[config.mk]
export PLATFORM = sky130hd
export DESIGN_NAME = edf_arbiter
export DESIGN_NICKNAME = d
export VERILOG_FILES = /design/src/rtl/edf_arbiter.sv
export SDC_FILE = /design/constraint.sdc
export NUM_CORES = 1
export LEC_CHECK = 0
export ABC_AREA = 1
export CAP_MARGIN = 20
export CELL_PAD_IN_SITES_DETAIL_PLACEMENT = 0
export CELL_PAD_IN_SITES_GLOBAL_PLACEMENT = 1
export CORE_AREA = 8 8 224 226
export DETAILED_ROUTE_END_ITERATION = 8
export DIE_AREA = 0 0 232 234
export GPL_ROUTABILITY_DRIVEN = 0
export PLACE_DENSITY_LB_ADDON = 0.1
export SYNTH_ARGS = -nofsm -noshare
export SYNTH_HDL_FRONTEND = slang
export SYNTH_SLANG_ARGS = --single-unit
[constraint.sdc]
create_clock -name clk_i -period 5.8 [get_ports clk_i]
set_clock_uncertainty 0.2 [all_clocks]
set_input_delay 1.16 -clock clk_i [delete_from_list [all_inputs] [get_ports clk_i]]
set_output_delay 1.16 -clock clk_i [all_outputs]
set_load 0.01 [all_outputs]
[src/rtl/edf_arbiter.sv]
// Sequential earliest-deadline-first selector: scans one gateway line per cycle,
// publishes the earliest-deadline pending line at sweep end, and pulses a one-hot claim on accept.
module edf_arbiter #(
    parameter  int NrIrqs  = 8,
    parameter  int TsWidth = 64,
    localparam int IdWidth = $clog2(NrIrqs)
) (
    input  logic                             clk_i,
    input  logic                             rst_i,
    input  logic [NrIrqs-1:0]                ip_i,
    input  logic [NrIrqs-1:0][TsWidth-1:0]   dl_i,
    output logic [NrIrqs-1:0]                claim_o,
    output logic                             irq_valid_o,
    output logic [IdWidth-1:0]               irq_id_o,
    output logic [TsWidth-1:0]               irq_dl_o,
    input  logic                             irq_ready_i
);

    typedef enum logic {
        ST_SCAN  = 1'b0,
        ST_CLAIM = 1'b1
    } state_t;

    state_t               r_state;
    state_t               w_state_nxt;

    logic [IdWidth-1:0]   r_idx;
    logic                 r_cand_vld;
    logic [IdWidth-1:0]   r_cand_id;
    logic [TsWidth-1:0]   r_cand_dl;

    logic [NrIrqs-1:0]    r_claim;
    logic                 r_irq_valid;
    logic [IdWidth-1:0]   r_irq_id;
    logic [TsWidth-1:0]   r_irq_dl;

    logic                 w_handshake;
    logic                 w_sweep_end;
    logic                 w_take;
    logic                 w_fin_vld;
    logic [IdWidth-1:0]   w_fin_id;
    logic [TsWidth-1:0]   w_fin_dl;
    logic [IdWidth-1:0]   w_idx_nxt;
    logic [NrIrqs-1:0]    w_claim_onehot;

    // State register
    always_ff @(posedge clk_i) begin
        // NOTE: sequential state uses non-blocking assignments so every register
        // samples pre-edge values regardless of process evaluation order.
        if (rst_i) begin
            r_state <= ST_SCAN;
        end else begin
            r_state <= w_state_nxt;
        end
    end

    // Next-state logic: CLAIM always lasts exactly one cycle
    always_comb begin
        // NOTE: every combinational output gets a default first, so no path
        // leaves it unassigned and no latch is inferred.
        w_state_nxt = r_state;
        case (r_state)
            ST_SCAN:  if (w_handshake) w_state_nxt = ST_CLAIM;
            ST_CLAIM: w_state_nxt = ST_SCAN;
            default:  w_state_nxt = ST_SCAN;
        endcase
    end

    // Output/datapath decode: running minimum including the line under the pointer
    always_comb begin
        w_handshake    = (r_state == ST_SCAN) && r_irq_valid && irq_ready_i;
        w_sweep_end    = (r_idx == IdWidth'(NrIrqs - 1));
        w_take         = ip_i[r_idx] && (!r_cand_vld || (dl_i[r_idx] < r_cand_dl));
        w_fin_vld      = r_cand_vld;
        w_fin_id       = r_cand_id;
        w_fin_dl       = r_cand_dl;
        if (w_take) begin
            w_fin_vld = 1'b1;
            w_fin_id  = r_idx;
            w_fin_dl  = dl_i[r_idx];
        end
        w_idx_nxt      = w_sweep_end ? '0 : r_idx + IdWidth'(1);
        w_claim_onehot = NrIrqs'(1) << r_irq_id;
    end

    always_ff @(posedge clk_i) begin
        if (rst_i) begin
            r_idx       <= '0;
            r_cand_vld  <= 1'b0;
            r_cand_id   <= '0;
            r_cand_dl   <= '0;
            r_claim     <= '0;
            r_irq_valid <= 1'b0;
            r_irq_id    <= '0;
            r_irq_dl    <= '0;
        end else if (w_handshake) begin
            // Accept wins over a coinciding publish; the partial sweep is discarded
            r_claim     <= w_claim_onehot;
            r_irq_valid <= 1'b0;
            r_irq_id    <= '0;
            r_irq_dl    <= '0;
            r_idx       <= '0;
            r_cand_vld  <= 1'b0;
            r_cand_id   <= '0;
            r_cand_dl   <= '0;
        end else if (r_state == ST_CLAIM) begin
            r_claim     <= '0;
            r_idx       <= '0;
            r_cand_vld  <= 1'b0;
            r_cand_id   <= '0;
            r_cand_dl   <= '0;
        end else if (w_sweep_end) begin
            r_claim     <= '0;
            r_irq_valid <= w_fin_vld;
            r_irq_id    <= w_fin_id;
            r_irq_dl    <= w_fin_dl;
            r_idx       <= '0;
            r_cand_vld  <= 1'b0;
            r_cand_id   <= '0;
            r_cand_dl   <= '0;
        end else begin
            r_claim     <= '0;
            r_idx       <= w_idx_nxt;
            r_cand_vld  <= w_fin_vld;
            r_cand_id   <= w_fin_id;
            r_cand_dl   <= w_fin_dl;
        end
    end

    assign claim_o     = r_claim;
    assign irq_valid_o = r_irq_valid;
    assign irq_id_o    = r_irq_id;
    assign irq_dl_o    = r_irq_dl;

endmodule

==> impl_metrics.csv <==
group,metric,value,unit
clock_network,cts_setup_buffers,0,
clock_network,hold_buffers,0,
power,p_leak,7.36,nW
detailed_routing,route.detailed.drc,0,
worst_setup_path,crit_top_cell,"nand2_1",
timing,rsz0062_at_grt,"false",
detailed_routing,avgViaCountPerCell,4.81,
layout,final_cells,3090,
logic_synthesis,ys_types,28,
logic_synthesis,synth_flop_cell,"dfxtp_1",
clock_network,clk_pin_slew,0.06,ns
floorplan,start_util,0.245,
detailed_routing,vias,14800,
placed_design,dp.cells,3058,
logic_synthesis,seq_area_frac_synth,0.258,
timing,setup_tns,0,ns
logic_synthesis,synth_area_per_cell,5.85,um^2
worst_setup_path,cp-end-kind,"flip-flop",
detailed_routing,wl,59500,um
global_routing,grt_max_degree,105,
logic_synthesis,synth_edf_count,0,
timing,slew_headroom,0.316,
worst_setup_path,worstSetupStartpointType,"flip-flop",
global_routing,grt_antenna_before_repair,0,
worst_setup_path,cp_cell_sequence,"buf_4 > o21ai_0 > o22ai_1 > nor2_1 > a31oi_1 > ha_1 > nand4_1 > nor3_1 > nor4b_1 > nand2_1 > nand2_1 > nand2_4 > nand2_4 > buf_12 > nand2_1 > a21oi_1",
global_routing,first_global_vias,14700,
timing,setup_ws,1.19,ns
timing,fmax,0.217,GHz
worst_setup_path,crit_buf_inv,2,
logic_synthesis,yosys.area.top_type,"dfxtp_1",
worst_setup_path,cp.arrival,4.72,ns
floorplan,core-area,0.0468,mm^2
worst_setup_path,slowest_stage,"buf_4",
timing,period_share,0.795,
clock_network,clock-sinks,148,
clock_network,cts_tree,"yes",
floorplan,die_w,232,um
logic_synthesis,synth_top_area_share,0.258,
floorplan,dieArea,0.0543,mm^2
placed_design,portBuffers,598,
status,status,"completed",
layout,num_antenna_cells,0,
logic_synthesis,yosys_warnings,0,
layout,multi_input_area,0.00733,mm^2
power,power,4.04,mW
power,worst_ir_drop_vdd,0.174,mV
detailed_routing,wl_per_cell,19.3,um
clock_network,cts_made_buffers,17,
layout,seqCellArea,0.00297,mm^2
layout,fin_util,0.397,
global_routing,grt_first_pass_wirelength,87800,um
timing,period_minus_slack,4.61,ns
detailed_routing,drtIter0Drc,686,
floorplan,pin_count,599,
logic_synthesis,synth_area_leaders,"dfxtp_1 (26%), nor2_1 (19%), o21ai_0 (11%), ha_1 (7.1%), nand3_1 (6.4%)",
logic_synthesis,netlist_area,0.0115,mm^2
worst_setup_path,worst_ep_required_time,5.91,ns
worst_setup_path,critical_path.top_delay_family,"simple AND/OR/NAND/NOR gates",
timing,worstMarginPinSlew,1.03,ns
placed_design,pre_cts_slack,0.801,ns
layout,drive_gt1_frac,0.0275,
global_routing,grt_usage,0.206,
timing,slew_viol_final,0,
layout,fin_nets,3050,
logic_synthesis,syn_nets,2555,
worst_setup_path,critPathMaxStageDelay,0.62,ns
timing,setup_viol,0,
power,power_density,217,mW/mm^2
logic_synthesis,syn_inst,1967,
placed_design,dp_hpwl,45200,um
clock_network,clockBufferDepth,2,
run,maxCapViolCount,0,
detailed_routing,drt_pass1_iterations,5,
clock_network,h-tree-depth,4,
logic_synthesis,yosysMostFrequentCell,"nor2_1",
layout,syn2layout_area_growth,61.8,%
layout,fillerInstances,5074,
clock_network,clk_latency,0.43,ns
worst_setup_path,critPathKind,"reg -> reg",
worst_setup_path,critPathMaxFanout,79,
logic_synthesis,synth_seq_cells,148,
floorplan,rows,80,
timing,finalHoldViolations,0,
logic_synthesis,ys_top_cells_by_count,"nor2_1 (591), o21ai_0 (262), nand2_1 (186)",
clock_network,clock-root-buffer,"clkbuf_16",
logic_synthesis,synthArstFlopShare,0,
hold_path,min_path_type,"reg -> reg",
clock_network,cts_resized,0,
floorplan,fp.dieH,234,um
detailed_routing,antenna_left,0,
global_routing,grt.overflow.total,0,
[placed cells by master, fill, tap and decap left out, drive strengths merged]
master,n
bufinv,2
nand3,146
a211oi,3
o21a,1
nor4,1
nor3,11
nand4,8
dfxtp,148
a2111oi,1
o2111ai,1
nor4b,1
a31oi,65
clkinv,6
o21ai,262
o211ai,1
clkdlybuf4s50,598
o221ai,2
nand2,188
clkbuf,21
buf,26
nor2,591
o22ai,64
inv,163
ha,65
a21oi,100
[final timing paths]
check	from	endpoint	slack, ns	cells past startpoint
max	r_idx[0]$_SDFF_PP0_	r_cand_dl[2]$_SDFF_PP0_	1.19	16
min	r_cand_id[1]$_SDFF_PP0_	r_cand_id[1]$_SDFF_PP0_	0.28	2
max reg2reg	r_idx[0]$_SDFF_PP0_	r_cand_dl[2]$_SDFF_PP0_	1.19	16
min reg2reg	r_cand_id[1]$_SDFF_PP0_	r_cand_id[1]$_SDFF_PP0_	0.28	2
[sequential cells by signal (all words and copies together) (netlist names)]
register	flops
irq_dl_o	64
r_cand_dl	64
claim_o	8
irq_id_o	3
r_cand_id	3
r_idx	3
irq_valid_o	1
r_cand_vld	1
r_state	1
[final cells by class]
type / count / share of cell area
Clock buffer: 21 / 0.0253
Clock inverter: 11 / 0.00760
Inverter: 160 / 0.0328
Multi-Input combinational cell: 1511 / 0.394
Sequential cell: 148 / 0.160
Tap cell: 615 / 0.0414
Timing Repair Buffer: 624 / 0.339
[logic make-up (layout without fill, tap and decap cells)]
kind of cell / count (synthesis) / in the layout / synth area share
flops: 148 / 148 / 0.258
fa+ha+maj: 65 / 65 / 0.0707
buf+inv: 308 / 816 / 0.108
compound gates: 500 / 500 / 0.235
simple gates: 946 / 946 / 0.329
[worst register-to-register path, cell delays in order, from the launching register on]
cell and delay, ns:
dfxtp_4 0.40, buf_4 0.62, o21ai_0 0.47, o22ai_1 0.24
nor2_1 0.06, a31oi_1 0.43, ha_1 0.24, nand4_1 0.13
nor3_1 0.24, nor4b_1 0.34, nand2_1 0.10, nand2_1 0.10
nand2_4 0.07, nand2_4 0.30, buf_12 0.31, nand2_1 0.11
a21oi_1 0.15
[where the power goes]
group / switching [mW] / internal (mW) / total [mW]
logic: 0.939 / 0.767 / 1.71
registers: 0.0549 / 1.11 / 1.16
clock network: 0.488 / 0.679 / 1.17
total: 1.48 / 2.55 / 4.04
[metal layers]
layer  wire length (um)  GRT usage  vias to the layer above  share of wire
met5                  0          0                        -              0
met3               3670     0.0502                       60          0.062
met1              25700      0.249                     6787           0.43
li1                   -          -                     7517              -
met2              28800      0.363                      484           0.48
met4               1360     0.0555                        0          0.023
[through the flow]
step | hold slack, ns | instance area, um^2
5_1_grt | 0.301 | 18600
4_1_cts | 0.278 | 18600
6_report | 0.277 | 18600
3_3_place_gp | 0.256 | 18000
3_5_place_dp | 0.269 | 18000
2_1_floorplan | 0.246 | 11500
(Power assumes the default switching activity.)
